<file path="src/rtl/cpu_mem_arbiter.sv">
// rtl/cpu_mem_arbiter.sv - CPU/loader arbiter for the shared single-port BSRAM (optional WP_TRAP_EN)
module cpu_mem_arbiter #(
    parameter int          MEM_LAT = 2,
    parameter logic [15:0] WP_BASE = 16'h8000
) (
    input  logic        sys_clk,
    input  logic        RESET_n,
    input  logic        cpu_req,
    input  logic        cpu_we,
    input  logic [15:0] cpu_addr,
    input  logic [7:0]  cpu_wdata,
    output logic [7:0]  cpu_rdata,
    output logic        cpu_done,
    output logic        cpu_overrun,
    input  logic        ld_req,
    input  logic        ld_we,
    input  logic [15:0] ld_addr,
    input  logic [7:0]  ld_wdata,
    output logic [7:0]  ld_rdata,
    output logic        ld_ack,
    output logic [15:0] mem_addr,
    output logic        mem_we,
    output logic [7:0]  mem_wdata,
    input  logic [7:0]  mem_rdata
`ifdef WP_TRAP_EN
    ,
    output logic        wp_hit,
    output logic [15:0] wp_addr
`endif
);

    typedef enum logic [1:0] {IDLE, CPU_WAIT, LD_WAIT} state_t;

    localparam logic [1:0] LAT_INIT = 2'(MEM_LAT - 1);

    state_t      state_q, state_d;
    logic [1:0]  lat_cnt_q, lat_cnt_d;
    logic        cpu_pend_q, cpu_pend_d;
    logic        slot_we_q, slot_we_d;
    logic [15:0] slot_addr_q, slot_addr_d;
    logic [7:0]  slot_wdata_q, slot_wdata_d;
    logic        cpu_overrun_q, cpu_overrun_d;
    logic        cpu_done_q, cpu_done_d;
    logic        ld_ack_q, ld_ack_d;
    logic [15:0] mem_addr_q, mem_addr_d;
    logic        mem_we_q, mem_we_d;
    logic [7:0]  mem_wdata_q, mem_wdata_d;
    logic [7:0]  cpu_rdata_q, cpu_rdata_d;
    logic [7:0]  ld_rdata_q, ld_rdata_d;
    logic        wp_hit_q, wp_hit_d;
    logic [15:0] wp_addr_q, wp_addr_d;

    logic        issue_cpu, issue_ld;
    logic        iss_we;
    logic [15:0] iss_addr;
    logic [7:0]  iss_wdata;
    logic        iss_prot;

    // A fresh cpu_req overrides the slot, so issue straight from the bus when present
    always_comb begin
        iss_we    = cpu_req ? cpu_we    : slot_we_q;
        iss_addr  = cpu_req ? cpu_addr  : slot_addr_q;
        iss_wdata = cpu_req ? cpu_wdata : slot_wdata_q;
        iss_prot  = (iss_addr >= WP_BASE);
    end

    // Next-state: CPU capture, arbitration, latency countdown and completion
    always_comb begin
        state_d       = state_q;
        lat_cnt_d     = lat_cnt_q;
        cpu_pend_d    = cpu_pend_q;
        slot_we_d     = slot_we_q;
        slot_addr_d   = slot_addr_q;
        slot_wdata_d  = slot_wdata_q;
        cpu_overrun_d = cpu_overrun_q;
        cpu_done_d    = 1'b0;
        ld_ack_d      = 1'b0;
        mem_addr_d    = mem_addr_q;
        mem_we_d      = 1'b0;
        mem_wdata_d   = mem_wdata_q;
        cpu_rdata_d   = cpu_rdata_q;
        ld_rdata_d    = ld_rdata_q;
        wp_hit_d      = wp_hit_q;
        wp_addr_d     = wp_addr_q;
        issue_cpu     = 1'b0;
        issue_ld      = 1'b0;

        if (cpu_req) begin
            slot_we_d    = cpu_we;
            slot_addr_d  = cpu_addr;
            slot_wdata_d = cpu_wdata;
            cpu_pend_d   = 1'b1;
            if (cpu_pend_q) begin
                cpu_overrun_d = 1'b1;
            end
        end

        case (state_q)
            IDLE: begin
                if (cpu_pend_q || cpu_req) begin
                    issue_cpu = 1'b1;
                end else if (ld_req) begin
                    issue_ld = 1'b1;
                end
            end
            CPU_WAIT: begin
                if (lat_cnt_q == 2'd0) begin
                    cpu_rdata_d = mem_rdata;
                    cpu_done_d  = 1'b1;
                    if (cpu_req) begin
                        issue_cpu = 1'b1;
                    end else begin
                        cpu_pend_d = 1'b0;
                        if (ld_req) begin
                            issue_ld = 1'b1;
                        end else begin
                            state_d = IDLE;
                        end
                    end
                end else begin
                    lat_cnt_d = lat_cnt_q - 2'd1;
                end
            end
            LD_WAIT: begin
                if (lat_cnt_q == 2'd0) begin
                    ld_rdata_d = mem_rdata;
                    ld_ack_d   = 1'b1;
                    // ld_req is still held this cycle, so only the CPU may follow directly
                    if (cpu_pend_q || cpu_req) begin
                        issue_cpu = 1'b1;
                    end else begin
                        state_d = IDLE;
                    end
                end else begin
                    lat_cnt_d = lat_cnt_q - 2'd1;
                end
            end
            default: state_d = IDLE;
        endcase

        if (issue_cpu) begin
            mem_addr_d  = iss_addr;
            mem_wdata_d = iss_wdata;
            mem_we_d    = iss_we && !iss_prot;
            lat_cnt_d   = LAT_INIT;
            state_d     = CPU_WAIT;
            if (iss_we && iss_prot && !wp_hit_q) begin
                wp_hit_d  = 1'b1;
                wp_addr_d = iss_addr;
            end
        end else if (issue_ld) begin
            mem_addr_d  = ld_addr;
            mem_wdata_d = ld_wdata;
            mem_we_d    = ld_we;
            lat_cnt_d   = LAT_INIT;
            state_d     = LD_WAIT;
        end
    end

    // State register with synchronous active-low reset
    always_ff @(posedge sys_clk) begin
        if (!RESET_n) begin
            state_q       <= IDLE;
            lat_cnt_q     <= 2'd0;
            cpu_pend_q    <= 1'b0;
            slot_we_q     <= 1'b0;
            slot_addr_q   <= 16'h0000;
            slot_wdata_q  <= 8'h00;
            cpu_overrun_q <= 1'b0;
            cpu_done_q    <= 1'b0;
            ld_ack_q      <= 1'b0;
            mem_addr_q    <= 16'h0000;
            mem_we_q      <= 1'b0;
            mem_wdata_q   <= 8'h00;
            cpu_rdata_q   <= 8'h00;
            ld_rdata_q    <= 8'h00;
            wp_hit_q      <= 1'b0;
            wp_addr_q     <= 16'h0000;
        end else begin
            state_q       <= state_d;
            lat_cnt_q     <= lat_cnt_d;
            cpu_pend_q    <= cpu_pend_d;
            slot_we_q     <= slot_we_d;
            slot_addr_q   <= slot_addr_d;
            slot_wdata_q  <= slot_wdata_d;
            cpu_overrun_q <= cpu_overrun_d;
            cpu_done_q    <= cpu_done_d;
            ld_ack_q      <= ld_ack_d;
            mem_addr_q    <= mem_addr_d;
            mem_we_q      <= mem_we_d;
            mem_wdata_q   <= mem_wdata_d;
            cpu_rdata_q   <= cpu_rdata_d;
            ld_rdata_q    <= ld_rdata_d;
            wp_hit_q      <= wp_hit_d;
            wp_addr_q     <= wp_addr_d;
        end
    end

    assign cpu_rdata   = cpu_rdata_q;
    assign cpu_done    = cpu_done_q;
    assign cpu_overrun = cpu_overrun_q;
    assign ld_rdata    = ld_rdata_q;
    assign ld_ack      = ld_ack_q;
    assign mem_addr    = mem_addr_q;
    assign mem_we      = mem_we_q;
    assign mem_wdata   = mem_wdata_q;

`ifdef WP_TRAP_EN
    assign wp_hit  = wp_hit_q;
    assign wp_addr = wp_addr_q;
`else
    logic unused_wp;
    assign unused_wp = ^{wp_hit_q, wp_addr_q};
`endif

endmodule

</file>
<file path="config.mk">
export PLATFORM = sky130hd
export DESIGN_NAME = cpu_mem_arbiter
export DESIGN_NICKNAME = d
export VERILOG_FILES = /design/src/rtl/cpu_mem_arbiter.sv
export SDC_FILE = /design/constraint.sdc
export NUM_CORES = 1
export LEC_CHECK = 0
export CAP_MARGIN = 20
export CORE_MARGIN = 2
export CORE_UTILIZATION = 40
export CTS_BUF_LIST = sky130_fd_sc_hd__clkbuf_16
export CTS_CLUSTER_SIZE = 25
export DETAILED_ROUTE_END_ITERATION = 12
export HOLD_SLACK_MARGIN = 0.1
export PLACE_DENSITY = 0.71
export RECOVER_POWER = 100
export SKIP_CTS_REPAIR_TIMING = 1
export SYNTH_ARGS = -nofsm -noshare
export SYNTH_HDL_FRONTEND = slang
export SYNTH_SLANG_ARGS = --single-unit
export TNS_END_PERCENT = 50
</file>
<file path="constraint.sdc">
create_clock -name sys_clk -period 2.1 [get_ports sys_clk]
set_clock_uncertainty 0.15 [all_clocks]
set_input_delay 0.525 -clock sys_clk [delete_from_list [all_inputs] [get_ports sys_clk]]
set_output_delay 0.525 -clock sys_clk [all_outputs]
set_load 0.01 [all_outputs]
</file>
[After elaboration in Yosys (flattened, before gate mapping)]
Cells that the tools add are included.
Storage, ports and cells
  flip-flop bits (word level): 74
  bits of input ports: 62
  word-level logic and storage cells: 90
Cells by class
  add/sub/neg operators: 1
  order comparisons: 1
  equal/unequal tests: 15
  muxes and demuxes: 36
  bitwise operators: 2
  reductions and logical operators: 19
Operators by type and width (count)
  2-to-1 mux 16 bit: 3
  2-to-1 mux 8 bit: 3
  2-to-1 mux 1 bit: 21
  != test 3 bit (second input constant): 7
  != test 4 bit (second input constant): 5
  >= comparator 16 bit (second input constant): 1
  AND reduction 2 bit: 7
  2-to-1 mux 2 bit: 6
  AND reduction 6 bit: 2
  case mux 2 bit (3 select lines): 1
  logical NOT 2 bit: 2
  OR reduction 2 bit: 2
  case mux 1 bit (3 select lines): 1
  nonzero test 3 bit: 1
  OR reduction 3 bit: 1
  equality test 2 x 1 -> 1 bit (second input constant): 1
  equality test 2 bit (second input constant): 1
  != test 2 bit (second input constant): 1
  inverter 1 bit: 2
  case mux 1 bit (2 select lines): 1
  nonzero test 2 bit: 1
  subtractor 2 x 1 -> 2 bit (second input constant): 1
  logical AND 1 bit: 1
  logical NOT 1 bit: 1
  logical OR 1 bit: 1

[Longest topological paths before layout]
Gate-level depths: netlist (run 1).
  word-level depth: 6
  depth in mapped cells: 8
  mapped depth without buffers: 6

[Least setup slack after synthesis (run 1)]
No wires, ideal clock.
  path kind: register to register
  start point: register state_q[0]
  end point: register mem_addr_q[0], in the netlist mem_addr[0]
  library setup time: 0.070 ns
  arrival: 1.642 ns
  path slack: 0.238 ns
  stages on the path, launching flop included: 8
  path buffers: 1
  path through: dfxtp_1 -> inv_1 -> ha_1 -> a21oi_1 -> a211o_1 -> clkbuf_1 -> o21ai_0 -> a21oi_1
Between the ends
  word-level cells in the longest chain between the ends: 3
RTL lines
  start, declared: line 36  | state_t state_q, state_d;
  start signal, assigned: line 180  | state_q <= state_d;
  equality test 2 bit (tied with other cells): line 98  | case (state_q)
  case mux 1 bit (3 select lines) or case mux 1 bit (2 select lines) (tied branches): line 98
  2-to-1 mux 16 bit or nonzero test 2 bit (tied branches)
  end signal, assigned: line 189  | mem_addr_q <= mem_addr_d;
  end, declared: line 45  | logic [15:0] mem_addr_q, mem_addr_d;
Several ways; a longest one is shown, not always the timed one.
A chain may end at the register's enable or synchronous reset.

[Worst setup path after layout (run 1)]
  start point: register mem_addr_q[3], in the netlist mem_addr[3]
  end point: output mem_addr[3]
RTL lines
  end, declared: line 21  | output logic [15:0] mem_addr,
No word-level cell between the ends.

==> flow_metrics.tcl, run 1 <==
set metrics [dict create \
    outcome "finished, final reports clean" \
    critPathLaunchType "flip-flop" \
    tns_ns 0 \
    hold_ws_ns 0.303 \
    ant_nets 0 \
    worstPathCellList "dlygate4sd3_1" \
    busiest_layer "met2" \
    final_layout_size_suffix_gt1_share_pct 11.3 \
    wl_per_cell_um 14.1 \
    multiInputGateArea_um2 1370 \
    final_nets 498 \
    die_area_um2 8160 \
    gr-usage-met3_pct 4.17 \
    drt_iter0_drc 117 \
    cp_max_fo 2 \
    grt_pass1_wl_mm 12.4 \
    io_pins 106 \
    cts.sinks 74 \
    grt_util_met2_pct 31.1 \
    yosys_warnings 0 \
    fin_area_um2 4460 \
    worst_ep_arrival_time_ns 1.28 \
    fillCellCount 654 \
    power_density_nw_per_um2 905 \
    max_freq_mhz 512 \
    internal-power_mw 2.94 \
    slew_violations 0 \
    crit_path_end_kind "output pin" \
    clk_pin_slew_ns 0.06 \
    rsz0062_at_grt "false" \
    htree_levels 3 \
    row_count 31 \
    max-clock-path-buffers 2 \
    core_area_um2 7250 \
    switchingPower_mw 1.09 \
    ir_drop_v 0.000447 \
    hold_path.class "flip-flop to flip-flop" \
    ys_seq_area_share_pct 49.7 \
    drc 0 \
    vias_per_cell 4.98 \
    first_pass_iters 4 \
    worst_skew_pair.late_latency_ns 0.32 \
    place_ws_ns 0.0116 \
    grt_overflow 0 \
    area_delta_synth_final_pct 49.5 \
    grt_pass1_vias 2521 \
    dpl_cell_area_um2 4200 \
    worstMarginPinSlew_ns 0.820 \
    synth_area_um2 2980 \
    finalWirelength_mm 7.53 \
    setup_viol 0 \
    critical_path.top_delay_family "buffers and inverters" \
    cts_tree "built" \
    clock_power_share_pct 36.0 \
    layout_min_cycle_time_ns 1.95 \
    synth_cells 322 \
    synth_seq_cells 74 \
    portBuffers 105 \
    ys_types 35 \
    chipWidth_um 90.3 \
    start_util_pct 41.1 \
    power_frac_comb_pct 23.8 \
    power.share.sequential_pct 40.2 \
    slew_headroom_pct 45.4 \
    grt.total_usage_pct 18.7 \
    antenna_found_initial 0 \
    met1_usage_pct 23.6 \
    crit_slowest_cell "dlygate4sd3_1" \
    setup_ws_ns 0.145 \
    cts_root_buf "clkbuf_16" \
    ff_latch_area_um2 1480 \
    gp_congestion 0.801 \
    hpwlAfterDp_mm 5.35 \
    cts_buffers 9 \
    grt_max_degree 34 \
    p_total_mw 4.03 \
    final.period_utilization_pct 93.1 \
    drv_cap 0 \
    vias 2653 \
    rrSetupSlack_ns 0.15 \
    slowest_delay_ns 0.61 \
    cp_num_buf_inv 1 \
    cp.required_ns 1.42 \
    worstSetupPathType "flip-flop to output pin" \
    insertedDiodeCount 0 \
    die_y_um 90.3 \
    p_sw_share_pct 27.0 \
    finalHoldViolations 0 \
    p_leak_nw 1.80 \
    synth_nets 390 \
    syn_avg_cell_area_um2 9.26 \
]
## per-stage QoR
step | instances | utilization, %
after global placement | 518 | 57.9
final | 533 | 61.4
after floorplan | 322 | -
after CTS | 533 | 61.9
after global routing | 533 | 61.4
after detailed placement | 518 | 57.9
## cell families (layout without fill, tap and decap cells)
group / Yosys count / after routing / share of synthesized area, %
xor+xnor: 1 / 1 / 0.294
fa+ha+maj: 6 / 6 / 2.52
compound gates: 87 / 87 / 19.4
flops: 74 / 74 / 49.7
mux: 25 / 25 / 8.81
simple gates: 100 / 100 / 14.8
buf+inv: 29 / 141 / 4.49
## cell usage after synthesis
library cell | number | area share [%]
a211o_1 | 1 | 0.29
a21o_1 | 1 | 0.25
nand2b_1 | 2 | 0.42
nand4_1 | 1 | 0.21
buf_4 | 2 | 0.50
a211oi_4 | 1 | 0.67
a21oi_1 | 52 | 8.7
a221o_1 | 1 | 0.34
inv_1 | 5 | 0.63
dfxtp_1 | 74 | 50
nor2b_1 | 1 | 0.21
nor2_1 | 21 | 2.6
a2111oi_0 | 1 | 0.29
buf_1 | 2 | 0.25
buf_6 | 1 | 0.38
mux2i_1 | 15 | 5.0
nand2_1 | 46 | 5.8
o21ai_0 | 10 | 1.7
a22oi_1 | 1 | 0.25
a221oi_1 | 7 | 2.1
or3b_2 | 1 | 0.29
xnor2_1 | 1 | 0.29
clkinv_1 | 1 | 0.13
nand3_1 | 17 | 2.9
mux2_2 | 10 | 3.8
buf_2 | 8 | 1.3
a31oi_1 | 2 | 0.42
ha_1 | 6 | 2.5
a21oi_2 | 1 | 0.29
clkbuf_1 | 10 | 1.3
a221oi_2 | 7 | 3.5
or3b_1 | 1 | 0.29
o41ai_1 | 1 | 0.29
o21ai_2 | 1 | 0.29
and2_1 | 10 | 2.1
## layout make-up
class,instances,share of cell area [%]
Sequential cell,74,33.2
Multi-Input combinational cell,219,30.8
Timing Repair Buffer,120,26.3
Clock buffer,9,5.05
Tap cell,99,2.78
Clock inverter,6,1.32
Inverter,6,0.505
## per-layer routing
metal | wire length [um] | vias to the layer above
li1 | - | 1341
met1 | 3500 | 1230
met2 | 3620 | 74
met3 | 321 | 8
met4 | 85 | 0
met5 | 0 | -
## power groups by stage
stage | Sequential (mW) | Clock [mW] | Combinational, mW
after floorplan | 1.70 | 0 | 0.479
after global placement | 1.65 | 0 | 0.986
after detailed placement | 1.66 | 0 | 0.999
after CTS | 1.63 | 1.47 | 1.01
after global routing | 1.64 | 1.54 | 1.04
final | 1.62 | 1.45 | 0.959
## cell usage in the layout, fill, tap and decap left out, types with 2 or more instances in the layout
cell type / netlist / layout
a21oi_1: 52 / 51
a21oi_2: 1 / 2
a221oi_1: 7 / 7
a221oi_2: 7 / 7
a31oi_1: 2 / 2
and2_0: 0 / 2
and2_1: 10 / 8
buf_12: 0 / 2
buf_4: 2 / 10
clkbuf_1: 10 / 3
clkbuf_16: 0 / 9
clkdlybuf4s50_1: 0 / 59
clkinv_2: 0 / 4
dfxtp_1: 74 / 74
dlygate4sd3_1: 0 / 45
ha_1: 6 / 6
inv_1: 5 / 5
mux2_1: 0 / 2
mux2_2: 10 / 8
mux2i_1: 15 / 15
nand2_1: 46 / 46
nand2b_1: 2 / 2
nand3_1: 17 / 17
nor2_1: 21 / 21
o21ai_0: 10 / 10
## worst register-to-register path: stages, from the launching register on
cell      delay, ns
dfxtp_1        0.39
inv_1          0.08
ha_1           0.30
a21oi_2        0.08
a211oi_4       0.28
buf_12         0.23
a21oi_1        0.07
a221oi_1       0.27
## state kept, by name (all words and copies together), names as in the netlist
name          cells
mem_addr         16
slot_addr_q      16
cpu_rdata         8
ld_rdata          8
mem_wdata         8
slot_wdata_q      8
lat_cnt_q         2
state_q           2
cpu_done          1
cpu_overrun       1
cpu_pend_q        1
ld_ack            1
mem_we            1
slot_we_q         1
## worst paths after layout
kind / start / to / cells past startpoint
hold reg to reg: ld_rdata[5] / ld_rdata[5] / 2
setup / recovery: mem_addr[3] / mem_addr[3] / 1
setup reg to reg: state_q[1] / mem_addr[7] / 7
hold / removal: ld_rdata[5] / ld_rdata[5] / 2
No activity file was read; power rests on OpenSTA's default activity.
==> run 2: changes to the inputs <==
Settings changed: CAP_MARGIN 20 to 40.
==> results of run 2 <==
Same layout as run 1: the final DEF is identical, and so are final timing and power.
